===== src/rtl/muldiv_unit_pkg.sv =====
// Shared widths, RV32M funct3 encodings and FSM states
// for the iterative multiply/divide unit.
package muldiv_unit_pkg;

  localparam int XLEN       = 32;
  localparam int HART_ID_W  = 1;
  localparam int REG_ADDR_W = 5;
  localparam int CNT_W      = $clog2(XLEN);

  localparam logic [2:0] MULDIV_OP_MUL    = 3'd0;
  localparam logic [2:0] MULDIV_OP_MULH   = 3'd1;
  localparam logic [2:0] MULDIV_OP_MULHSU = 3'd2;
  localparam logic [2:0] MULDIV_OP_MULHU  = 3'd3;
  localparam logic [2:0] MULDIV_OP_DIV    = 3'd4;
  localparam logic [2:0] MULDIV_OP_DIVU   = 3'd5;
  localparam logic [2:0] MULDIV_OP_REM    = 3'd6;
  localparam logic [2:0] MULDIV_OP_REMU   = 3'd7;

  typedef enum logic [1:0] {
    ST_IDLE = 2'd0,
    ST_CALC = 2'd1,
    ST_FIN  = 2'd2
  } state_t;

endpackage


===== src/rtl/muldiv_unit.sv =====
// Bit-serial RV32M multiply/divide unit shared by both harts.
// Fixed 33-edge latency from accepted start to the done pulse.
module muldiv_unit
  import muldiv_unit_pkg::*;
(
  input  logic                  clk,
  input  logic                  rst_n,
  input  logic                  muldiv_start,
  input  logic [2:0]            muldiv_op,
  input  logic [XLEN-1:0]       muldiv_a,
  input  logic [XLEN-1:0]       muldiv_b,
  input  logic [HART_ID_W-1:0]  muldiv_hart_id,
  input  logic [REG_ADDR_W-1:0] muldiv_rd,
  output logic                  muldiv_busy,
  output logic                  muldiv_done,
  output logic [XLEN-1:0]       muldiv_result,
  output logic [HART_ID_W-1:0]  muldiv_done_hart_id,
  output logic [REG_ADDR_W-1:0] muldiv_done_rd
);

  localparam logic [XLEN-1:0] XMIN = {1'b1, {(XLEN-1){1'b0}}};

  state_t state, state_n;

  logic [2:0]            op_q;
  logic                  neg_q;
  logic                  dz_q;
  logic                  ovf_q;
  logic [XLEN-1:0]       m_q;
  logic [2*XLEN-1:0]     acc_q;
  logic [CNT_W-1:0]      cnt_q;
  logic [HART_ID_W-1:0]  hart_q;
  logic [REG_ADDR_W-1:0] rd_q;

  logic                  done_q;
  logic [XLEN-1:0]       res_q;
  logic [HART_ID_W-1:0]  done_hart_q;
  logic [REG_ADDR_W-1:0] done_rd_q;

  logic            a_sgn, b_sgn, a_neg, b_neg;
  logic            in_div, in_neg, in_dz, in_ovf;
  logic [XLEN-1:0] a_mag, b_mag;

  always_comb begin
    a_sgn = (muldiv_op == MULDIV_OP_MULH)
          | (muldiv_op == MULDIV_OP_MULHSU)
          | (muldiv_op == MULDIV_OP_DIV)
          | (muldiv_op == MULDIV_OP_REM);
    b_sgn = (muldiv_op == MULDIV_OP_MULH)
          | (muldiv_op == MULDIV_OP_DIV)
          | (muldiv_op == MULDIV_OP_REM);
    a_neg  = a_sgn & muldiv_a[XLEN-1];
    b_neg  = b_sgn & muldiv_b[XLEN-1];
    a_mag  = a_neg ? -muldiv_a : muldiv_a;
    b_mag  = b_neg ? -muldiv_b : muldiv_b;
    in_div = muldiv_op[2];
    in_dz  = in_div & (muldiv_b == '0);
    in_ovf = (muldiv_op == MULDIV_OP_DIV)
           & (muldiv_a == XMIN)
           & (muldiv_b == '1);
    // remainder follows the dividend; everything else the xor
    if (muldiv_op == MULDIV_OP_REM)
      in_neg = a_neg;
    else
      in_neg = a_neg ^ b_neg;
  end

  // one XLEN+1 adder: add for multiply, subtract for divide
  logic [XLEN:0]   add_a, add_b;
  logic            add_ci;
  logic [XLEN+1:0] add_s;
  logic            q_ok;
  logic [2*XLEN-1:0] acc_n;

  always_comb begin
    if (op_q[2]) begin
      add_a  = {acc_q[2*XLEN-1:XLEN], acc_q[XLEN-1]};
      add_b  = ~{1'b0, m_q};
      add_ci = 1'b1;
    end else begin
      add_a  = {1'b0, acc_q[2*XLEN-1:XLEN]};
      add_b  = acc_q[0] ? {1'b0, m_q} : '0;
      add_ci = 1'b0;
    end
    add_s = {1'b0, add_a} + {1'b0, add_b}
          + {{(XLEN+1){1'b0}}, add_ci};
    q_ok  = add_s[XLEN+1];
    if (op_q[2])
      acc_n = {q_ok ? add_s[XLEN-1:0] : add_a[XLEN-1:0],
               acc_q[XLEN-2:0], q_ok};
    else
      acc_n = {add_s[XLEN:0], acc_q[XLEN-1:1]};
  end

  logic [2*XLEN-1:0] fix64;
  logic [XLEN-1:0]   quo, rem, res_c;
  logic              is_lo, is_hi, is_quo, is_rem;

  always_comb begin
    fix64  = neg_q ? -acc_q : acc_q;
    quo    = acc_q[XLEN-1:0];
    rem    = acc_q[2*XLEN-1:XLEN];
    is_lo  = (op_q == MULDIV_OP_MUL);
    is_hi  = ~op_q[2] & ~is_lo;
    is_quo = op_q[2] & ~op_q[1];
    is_rem = op_q[2] & op_q[1];
    res_c  = '0;
    unique case (1'b1)
      is_lo:  res_c = quo;
      is_hi:  res_c = fix64[2*XLEN-1:XLEN];
      is_quo: res_c = dz_q  ? '1 :
                      ovf_q ? XMIN :
                      neg_q ? -quo : quo;
      is_rem: res_c = ovf_q ? '0 :
                      neg_q ? -rem : rem;
      default: res_c = '0;
    endcase
  end

  always_comb begin
    state_n = state;
    unique case (state)
      ST_IDLE: if (muldiv_start) state_n = ST_CALC;
      ST_CALC: if (cnt_q == CNT_W'(XLEN-1)) state_n = ST_FIN;
      ST_FIN:  state_n = ST_IDLE;
      default: state_n = ST_IDLE;
    endcase
  end

  always_ff @(posedge clk or negedge rst_n) begin
    if (!rst_n) state <= ST_IDLE;
    else        state <= state_n;
  end

  always_ff @(posedge clk or negedge rst_n) begin
    if (!rst_n) begin
      op_q        <= '0;
      neg_q       <= 1'b0;
      dz_q        <= 1'b0;
      ovf_q       <= 1'b0;
      m_q         <= '0;
      acc_q       <= '0;
      cnt_q       <= '0;
      hart_q      <= '0;
      rd_q        <= '0;
      done_q      <= 1'b0;
      res_q       <= '0;
      done_hart_q <= '0;
      done_rd_q   <= '0;
    end else begin
      done_q <= 1'b0;
      unique case (state)
        ST_IDLE: begin
          if (muldiv_start) begin
            op_q   <= muldiv_op;
            neg_q  <= in_neg;
            dz_q   <= in_dz;
            ovf_q  <= in_ovf;
            m_q    <= in_div ? b_mag : a_mag;
            acc_q  <= {{XLEN{1'b0}}, in_div ? a_mag : b_mag};
            cnt_q  <= '0;
            hart_q <= muldiv_hart_id;
            rd_q   <= muldiv_rd;
          end
        end
        ST_CALC: begin
          acc_q <= acc_n;
          cnt_q <= cnt_q + 1'b1;
        end
        ST_FIN: begin
          res_q       <= res_c;
          done_q      <= 1'b1;
          done_hart_q <= hart_q;
          done_rd_q   <= rd_q;
        end
        default: ;
      endcase
    end
  end

  assign muldiv_busy         = (state != ST_IDLE);
  assign muldiv_done         = done_q;
  assign muldiv_result       = res_q;
  assign muldiv_done_hart_id = done_hart_q;
  assign muldiv_done_rd      = done_rd_q;

endmodule


===== config.mk =====
export PLATFORM = sky130hd
export DESIGN_NAME = muldiv_unit
export DESIGN_NICKNAME = d
export VERILOG_FILES = /design/src/rtl/muldiv_unit_pkg.sv /design/src/rtl/muldiv_unit.sv
export SDC_FILE = /design/constraint.sdc
export NUM_CORES = 1
export LEC_CHECK = 0
export ABC_AREA = 1
export CAP_MARGIN = 20
export CORE_MARGIN = 2
export CORE_UTILIZATION = 45
export CTS_CLUSTER_DIAMETER = 100
export DETAILED_ROUTE_END_ITERATION = 10
export SLEW_MARGIN = 15
export SYNTH_ARGS = -nofsm -noshare
export SYNTH_HDL_FRONTEND = slang
export SYNTH_SLANG_ARGS = --single-unit

===== constraint.sdc =====
create_clock -name clk -period 4.5 [get_ports clk]
set_input_delay 0.45 -clock clk [delete_from_list [all_inputs] [get_ports clk]]
set_output_delay 0.45 -clock clk [all_outputs]
set_load 0.01 [all_outputs]

* Word-level counts from Yosys, hierarchy flattened
Cells that the tools add are included.
Storage, ports and cells: bits in registers 154, input bits 76
Operators by class: add/sub/neg operators 8, equality and inequality tests 11, multiplexer cells 26, bitwise gates (word level) 18, reductions and logical operators 8
Operators with widths (number):
- $mux W32 | 11
- $mux W64 | 3
- $neg A32 Y32 | 4
- $pmux W32 S4 | 1
- $pmux W64 S2 | 1
- $mux W33 | 2
- $eq A32 B32 Y1 const B | 2
- $neg A64 Y64 | 1
- $add A33 B33 Y34 | 1
- $add A34 B1 Y34 | 1
- $not A32 Y33 | 1
- $logic_not A32 Y1 | 1
- $pmux W5 S2 | 1
- $and A1 B1 Y1 | 8
- $eq A3 B3 Y1 const B | 2
- $reduce_and A2 Y1 | 3
- $add A5 B1 Y5 const B | 1
- $eq A5 B5 Y1 const B | 1
- $mux W5 | 1
- $or A1 B1 Y1 | 5
- $mux W2 | 2
- $ne A2 B2 Y1 const B | 2
- $pmux W2 S2 | 1
- $reduce_bool A2 Y1 | 2
- 9 further kinds | 13

* Logic depth before layout (Yosys ltp)
Gate-level depths: netlist of the first run.
word-level depth 9, gate-level depth with buffers 23, mapped depth without buffers 19

* Least setup slack after synthesis of the first run
OpenSTA, ideal clock, no wires.
kind flip-flop to flip-flop, start point reg op_q[2], end point reg acc_q[48], setup time 0.120 ns, arrival 3.060 ns, data required time 4.380 ns, slack 1.320 ns, stages on the path, launching flop included 16, period minus slack after synthesis 3.180 ns, path through dfrtp_1 inv_2 clkbuf_1 clkbuf_1 a21oi_1 fa_1 fa_1 nand3_1 nand3_1 nand2_1 nand2_1 a21oi_1 xor2_1 nor2_1 o21ai_1 nand2_1
Between the ends: word-level cells in the longest chain between the ends 6, elaborated cells on any way between the ends 8, classes of those cells add/sub: 2; mux: 6
RTL lines:
- from (decl) | RTL line muldiv_unit.sv:25 | logic [2:0] op_q;
- from (signal assigned) | RTL line muldiv_unit.sv:155 | op_q <= muldiv_op;
- $mux W33 | RTL line muldiv_unit.sv:76 | if (op_q[2]) begin
- $add A33 B33 Y34 | RTL line muldiv_unit.sv:85 | add_s = {1'b0, add_a} + {1'b0, add_b}
- $add A34 B1 Y34 | RTL line muldiv_unit.sv:86 | + {{(XLEN+1){1'b0}}, add_ci};
- $mux W32 | RTL line muldiv_unit.sv:89 | acc_n = {q_ok ? add_s[XLEN-1:0] : add_a[XLEN-1:0],
- $mux W64 * | RTL line muldiv_unit.sv:88 | if (op_q[2])
- $pmux W64 S2 * | RTL line muldiv_unit.sv:152 | unique case (state)
- to (signal assigned) | RTL line muldiv_unit.sv:160 | acc_q <= {{XLEN{1'b0}}, in_div ? a_mag : b_mag};
- to (signal assigned) | RTL line muldiv_unit.sv:167 | acc_q <= acc_n;
- to (decl) | RTL line muldiv_unit.sv:30 | logic [2*XLEN-1:0] acc_q;
Mark *: on every way between the ends. The rest lies on a longest branch, timed or not. A chain may end at the register's enable or synchronous reset.

* Worst setup path in the final report of the first run
start point reg op_q[2], end point reg acc_q[60]
The elaborated chain is that of the path after synthesis.

==> impl_metrics.json, run 1 <==
{
  "synth_fp_nets": 3042,
  "hp-class": "in -> async",
  "cts-root-buf": "clkbuf_16",
  "mappedNetlistArea_sq_mm": 0.01664,
  "die_h_microns": 196.3,
  "synthAdderAreaFrac_pct": 3.173,
  "gp_congestion": 1.019,
  "synth_simple_gate_area_share_pct": 46.43,
  "area_growth_pct": 12.29,
  "clkLatencyLatePin_ps": 460,
  "drt_first_pass_iters": 9,
  "cp-start-kind": "flop",
  "drc": 0,
  "powerDensity_mw_per_mm2": 874.8,
  "cts_num_sinks": 154,
  "use_met3_pct": 6.034,
  "worstMarginPinSlew_ps": 1134,
  "fin_util_pct": 51.16,
  "ys_async_sr_fraction_pct": 100.0,
  "fin_skew_ps": 11.95,
  "avgSynthCellArea_sq_um": 5.689,
  "drv_cap": 0,
  "clockBufferDepth": 2,
  "cts_setup_buffers": 0,
  "ioPinCount": 116,
  "die_area_sq_mm": 0.03853,
  "finalSetupViolations": 0,
  "grt_use_total_pct": 36.91,
  "vias": 19950,
  "viasPerCell": 5.771,
  "dp_hpwl_mm": 55.45,
  "grt_max_degree": 155,
  "tns_ps": 0,
  "io_buffers": 115,
  "slowest_delay_ps": 650,
  "hold_buffers": 0,
  "final_nets": 3094,
  "busiest_layer": "met2",
  "muxShareOfSynthArea_pct": 0,
  "drt_iter0_drc": 2272,
  "synth-compound-area-share_pct": 14.36,
  "routed_wl_mm": 70.50,
  "slew_headroom_pct": 24.41,
  "p_leak_nw": 9.182,
  "fin_crit_sh_pct": 83.23,
  "synthFlopType": "dfrtp_1",
  "crit_arrival_ps": 4100,
  "critical_path_required_ps": 4850,
  "synth-xor-area-share_pct": 2.105,
  "grt_pass1_wl_mm": 108.5,
  "grt_use_met2_pct": 58.51,
  "crit_chain": "clkinv_2 -> buf_4 -> o21ai_0 -> fa_1 -> fa_1 -> nand3_1 -> nand3_1 -> nand3_1 -> nand2_1 -> nand2_1 -> nand2_1 -> nand2_1 -> nand2_1 -> nand2_1 -> nand3_1 -> nand2_1 -> nand2_1",
  "fin_crit_ps": 3745,
  "synth_seq_cells": 154,
  "ys_warn_count": 0,
  "h-tree-depth": 4,
  "grt_pass1_vias": 18580,
  "path_buf_inv": 2,
  "endpoint_kind": "flop",
  "drv_slew": 0,
  "mostFrequentLayoutCell": "nand2_1",
  "cp_top_family": "simple AND/OR/NAND/NOR gates",
  "seq_area_frac_synth_pct": 23.16,
  "synth_edf_count": 0,
  "layout-drive-gt1-share_pct": 4.650,
  "route.detailed.wl_per_inst_microns": 20.39,
  "fmax_ghz": 0.2670,
  "synth_cell_types": 57,
  "final_cell_mix": "nand2_1 (973), nand3_1 (358), nor2_1 (321)",
  "cp_max_fo": 52,
  "use_met1_pct": 48.50,
  "start_util_pct": 45.56,
  "path_common_cell": "nand2_1",
  "postSynthCellCount": 2925,
  "synth_top_family_by_area": "simple AND/OR/NAND/NOR gates",
  "rows": 70,
  "post_cts_resized": 0,
  "clk_pin_slew_ps": 70,
  "peakVddDrop_uv": 475.4,
  "fillers": 3905,
  "die_w_microns": 196.3,
  "crit_slowest_cell": "dfrtp_4",
  "cts_tree": "done",
  "drt.antenna.violating_nets": 0,
  "outcome": "finished clean",
  "multi_input_area_sq_mm": 0.01101,
  "grt_setup_unrepaired": "false",
  "worstSetupPathType": "reg -> reg",
  "overflow": 0,
  "diodes": 0,
  "cts_made_buffers": 17,
  "final_hold_viol_count": 0,
  "core_sq_mm": 0.03652,
  "seqCellArea_sq_mm": 0.003860,
  "antenna_found_initial": 2
}
[final timing paths]
kind                                                 start                               to  slack (ps)  cells past startpoint
setup reg to reg                       op_q[2]$_DFFE_PN0P_            acc_q[60]$_DFFE_PN0P_         750                     17
hold / removal                                       rst_n            acc_q[60]$_DFFE_PN0P_          40                      2
min in group clk           muldiv_done_hart_id$_DFFE_PN0P_  muldiv_done_hart_id$_DFFE_PN0P_         480                      2
setup / recovery                       op_q[2]$_DFFE_PN0P_            acc_q[60]$_DFFE_PN0P_         750                     17
max in group asynchronous                            rst_n    muldiv_result[12]$_DFFE_PN0P_        3540                      2
hold reg to reg            muldiv_done_hart_id$_DFFE_PN0P_  muldiv_done_hart_id$_DFFE_PN0P_         480                      2
[cell type report]
type                    count  area share [%]
repair buffers            147           7.587
multi-input cells        2327           58.91
clock inverters            13          0.7165
clock buffers              18           2.350
flip-flops and latches    154           20.66
inverters                 330           6.649
well taps                 468           3.134
[cell usage after synthesis, types with 14 or more instances]
master | instances | share of area (%)
nor2_1 | 322 | 7.3
a21oi_1 | 147 | 4.4
inv_1 | 314 | 7.1
nand3b_1 | 14 | 0.63
buf_2 | 28 | 0.84
o21ai_1 | 20 | 0.60
nand4_1 | 48 | 1.8
xor2_1 | 28 | 1.5
ha_1 | 39 | 2.9
o211ai_1 | 18 | 0.81
clkbuf_1 | 62 | 1.4
nand2_1 | 973 | 22
a21boi_0 | 14 | 0.63
nor3_1 | 34 | 1.0
o21ai_0 | 190 | 5.7
nand3_1 | 358 | 11
dfrtp_1 | 154 | 23
[power by group]
part | internal [W] | switching (W)
sequential | 0.00200 | 0.000907
clock | 0.000790 | 0.000679
combinational | 0.00375 | 0.00822
[per-layer routing]
layer | routed length, microns | vias up
li1 | - | 9579
met1 | 29310 | 9180
met2 | 31520 | 983
met3 | 5705 | 206
met4 | 3937 | 4
met5 | 31 | -
[through the flow]
step	hold WS, ps	total power (W)	cell area, sq um	setup slack [ps]	instances
after floorplan	154.4	0.01094	16640	1320	2925
after global placement	462.7	0.01452	18110	875.8	3426
after detailed placement	470.2	0.01461	18110	818.4	3426
after CTS	187.0	0.01613	18690	791.1	3457
after global routing	222.6	0.01788	18690	446.8	3457
final	37.59	0.01635	18690	754.6	3457
[cell families after synthesis]
| family | count (synthesis) |
|---|---|
| flip-flops | 154 |
| adder cells (fa/ha/maj) | 41 |
| AO/OA/AOI/OAI | 432 |
| XOR/XNOR | 40 |
| buffers and inverters | 444 |
| AND/OR/NAND/NOR | 1814 |
[worst reg2reg max path, cell delays in order, from the launching register on]
cell and delay [ps]:
dfrtp_4 650, clkinv_2 140, buf_4 400, o21ai_0 250
fa_1 550, fa_1 470, nand3_1 110, nand3_1 130
nand3_1 130, nand2_1 130, nand2_1 140, nand2_1 100
nand2_1 140, nand2_1 70, nand2_1 60, nand3_1 70
nand2_1 80, nand2_1 40
[flip-flops by register name, summed over array words and instances (netlist names), 2 cells and up]
signal and cells:
muldiv_result 32, m_q 32, op_q 3, acc_q 64, state 2, muldiv_done_rd 5, rd_q 5, cnt_q 5
Power figures use the tool's default switching activity.
==> run 2: changes to the inputs <==
--- a/config.mk
+++ b/config.mk
@@ -11,6 +11,7 @@
 export CORE_UTILIZATION = 45
 export CTS_CLUSTER_DIAMETER = 100
 export DETAILED_ROUTE_END_ITERATION = 10
+export PLACE_DENSITY = 0.66
 export SLEW_MARGIN = 15
 export SYNTH_ARGS = -nofsm -noshare
 export SYNTH_HDL_FRONTEND = slang
==> constraint.sdc (replaced) <==
create_clock -name clk -period 3.1 [get_ports clk]
set_input_delay 0.31 -clock clk [delete_from_list [all_inputs] [get_ports clk]]
set_output_delay 0.31 -clock clk [all_outputs]
set_load 0.01 [all_outputs]
==> run 2 against run 1 <==
Die area unchanged. Register-to-register slack got worse by 590 ps. Cell count up 2.8%. Sequential cell count unchanged. Global-route usage up 1.3 points. Power grew 56%. Fmax rose by 28%. Clock-buffer cell count is the same. Sequential share of layout area down 0.96 points. Combinational power grew 62%. Critical endpoint is now acc_q[62]$_DFFE_PN0P_.
==> impl_metrics.json, run 2 (synthesized netlist as in run 1, its figures left out) <==
{
  "outcome": "finished clean",
  "ioPinCount": 116,
  "dpl-instance-area_sq_mm": 0.01886,
  "overflow": 0,
  "final_hold_viol_count": 0,
  "slowest_delay_ps": 540,
  "use_met3_pct": 5.914,
  "vias": 20690,
  "grt_use_met2_pct": 60.45,
  "clkLatencyLatePin_ps": 460,
  "drt.antenna.violating_nets": 0,
  "critical_path_required_ps": 3440,
  "cp_max_fo": 35,
  "drv_slew": 0,
  "fmax_ghz": 0.3408,
  "crit_chain": "inv_6 -> buf_12 -> o21ai_0 -> ha_1 -> nand2_2 -> nor2_1 -> inv_1 -> nor3_2 -> and2_1 -> nand2_1 -> nand3_1 -> nand3_1 -> nand4_1 -> nand2_1",
  "grt_pass1_wl_mm": 111.9,
  "largest_reg_flops": 64,
  "die_h_microns": 196.3,
  "slew_headroom_pct": 37.65,
  "p_seq_share_pct": 15.8,
  "final_cell_mix": "nand2_1 (972), nand3_1 (358), nor2_1 (317)",
  "switching_share_pct": 58.17,
  "fin_crit_ps": 2934,
  "cts_made_buffers": 17,
  "finalSetupViolations": 0,
  "fillers": 3874,
  "p_comb_share_pct": 76.1,
  "placed_cells": 3516,
  "crit_arrival_ps": 3280,
  "cts_num_sinks": 154,
  "power.internal_w": 0.01065,
  "drt_iter0_drc": 2308,
  "die_w_microns": 196.3,
  "routed_wl_mm": 73.91,
  "dp_hpwl_mm": 59.03,
  "grt_pass1_vias": 19210,
  "p_sw_w": 0.01480,
  "multi_input_area_sq_mm": 0.01106,
  "cp-start-kind": "flop",
  "drt_first_pass_iters": 6,
  "stdcell_count": 3553,
  "fin_skew_ps": 9.969,
  "p_leak_nw": 9.698,
  "fin_ws_ps": 165.9,
  "area_growth_pct": 17.74,
  "holdWs_ps": 401.1,
  "fin_crit_sh_pct": 94.65,
  "regMostFlops": "acc_q",
  "die_area_sq_mm": 0.03853,
  "crit_slowest_cell": "dfrtp_4",
  "path_buf_inv": 3,
  "start_util_pct": 45.56,
  "core_sq_mm": 0.03652,
  "final_area_sq_mm": 0.01959,
  "fin_util_pct": 53.64,
  "seqCellArea_sq_mm": 0.003859,
  "worstSetupPathType": "reg -> reg",
  "busiest_layer": "met2",
  "peakVddDrop_uv": 690.5,
  "antenna_found_initial": 2,
  "clockBufferDepth": 2,
  "drv_cap": 0,
  "cts-root-buf": "clkbuf_16",
  "mostFrequentLayoutCell": "nand2_1",
  "hp-class": "in -> reg",
  "p_clk_share_pct": 8.2,
  "drc": 0,
  "worstMarginPinSlew_ps": 935.2,
  "cts_tree": "done",
  "final_nets": 3189,
  "rows": 70,
  "grt_max_degree": 86,
  "viasPerCell": 5.822,
  "h-tree-depth": 4,
  "grt_use_total_pct": 38.25,
  "gp_congestion": 1.061,
  "diodes": 0,
  "powerDensity_mw_per_mm2": 1299,
  "cp_top_family": "simple AND/OR/NAND/NOR gates",
  "route.detailed.wl_per_inst_microns": 20.80,
  "layout-drive-gt1-share_pct": 8.039,
  "place_ws_ps": 71.41,
  "use_met1_pct": 49.95,
  "endpoint_kind": "flop",
  "clk_pin_slew_ps": 70,
  "io_buffers": 115
}
run 2: changes by cell type in the layout (fill, tap and decap cells not counted), sizes merged:
cell and delta:
inv +2, bufinv -1, clkbuf +3, dlygate4sd3 +1, buf +91
run 2: area by class of cell:
cell class / count / area share, %
Clock buffer: 18 / 2.191
Inverter: 330 / 6.361
Timing Repair Buffer: 242 / 11.64
Sequential cell: 154 / 19.70
Clock inverter: 14 / 0.6578
Tap cell: 468 / 2.989
Multi-Input combinational cell: 2327 / 56.46
run 2: metal layers:
layer / part of all wire (%) / wire length (microns)
met1: 41 / 30560
met2: 44 / 32590
met3: 8.4 / 6183
met4: 6.2 / 4571
met5: 0.018 / 13
run 2: final timing paths:
check | startpoint | endpoint | slack (ps) | cells past startpoint
worst min-delay path | muldiv_rd[1] | rd_q[1]$_DFFE_PN0P_ | 400 | 3
worst max-delay path | op_q[2]$_DFFE_PN0P_ | acc_q[62]$_DFFE_PN0P_ | 170 | 14
worst min register to register | rd_q[0]$_DFFE_PN0P_ | muldiv_done_rd[0]$_DFFE_PN0P_ | 470 | 2
min in group asynchronous | rst_n | acc_q[45]$_DFFE_PN0P_ | 510 | 2
max in group asynchronous | rst_n | m_q[11]$_DFFE_PN0P_ | 1770 | 3
worst max register to register | op_q[2]$_DFFE_PN0P_ | acc_q[62]$_DFFE_PN0P_ | 170 | 14
run 2: worst reg2reg max path: cells and delay by family, from the launching register on:
family / cells / cell delay, ps
AOI/OAI and AO/OA: 1 / 230
adders and majority gates: 1 / 420
buffers and inverters: 3 / 450
DFF: 1 / 540
and+or+nand+nor: 9 / 1200
run 2: power by group through the flow:
stage,registers [W],logic (W),clock network [W]
after global routing,0.00408,0.0213,0.00216
after detailed placement,0.00398,0.0185,0
after global placement,0.00397,0.0183,0
final,0.00401,0.0194,0.00208
after CTS,0.00395,0.0186,0.00210
after floorplan,0.00356,0.0123,0
run 2: repair_timing:
| item | in CTS | in global routing |
|---|---|---|
| gates resized for setup | 0 | 28 |
| hold endpoints to repair | 42 | 0 |
| endpoints found under the setup margin | 0 | 33 |
| buffers inserted | 0 | 1 |
| hold buffers | 1 | 0 |
run 2: per-stage QoR:
stage / total power (W) / TNS (ps)
final: 0.02545 / 0
after global routing: 0.02754 / -2.236
after CTS: 0.02469 / 0
after detailed placement: 0.02252 / 0
after global placement: 0.02224 / 0
after floorplan: 0.01589 / 0
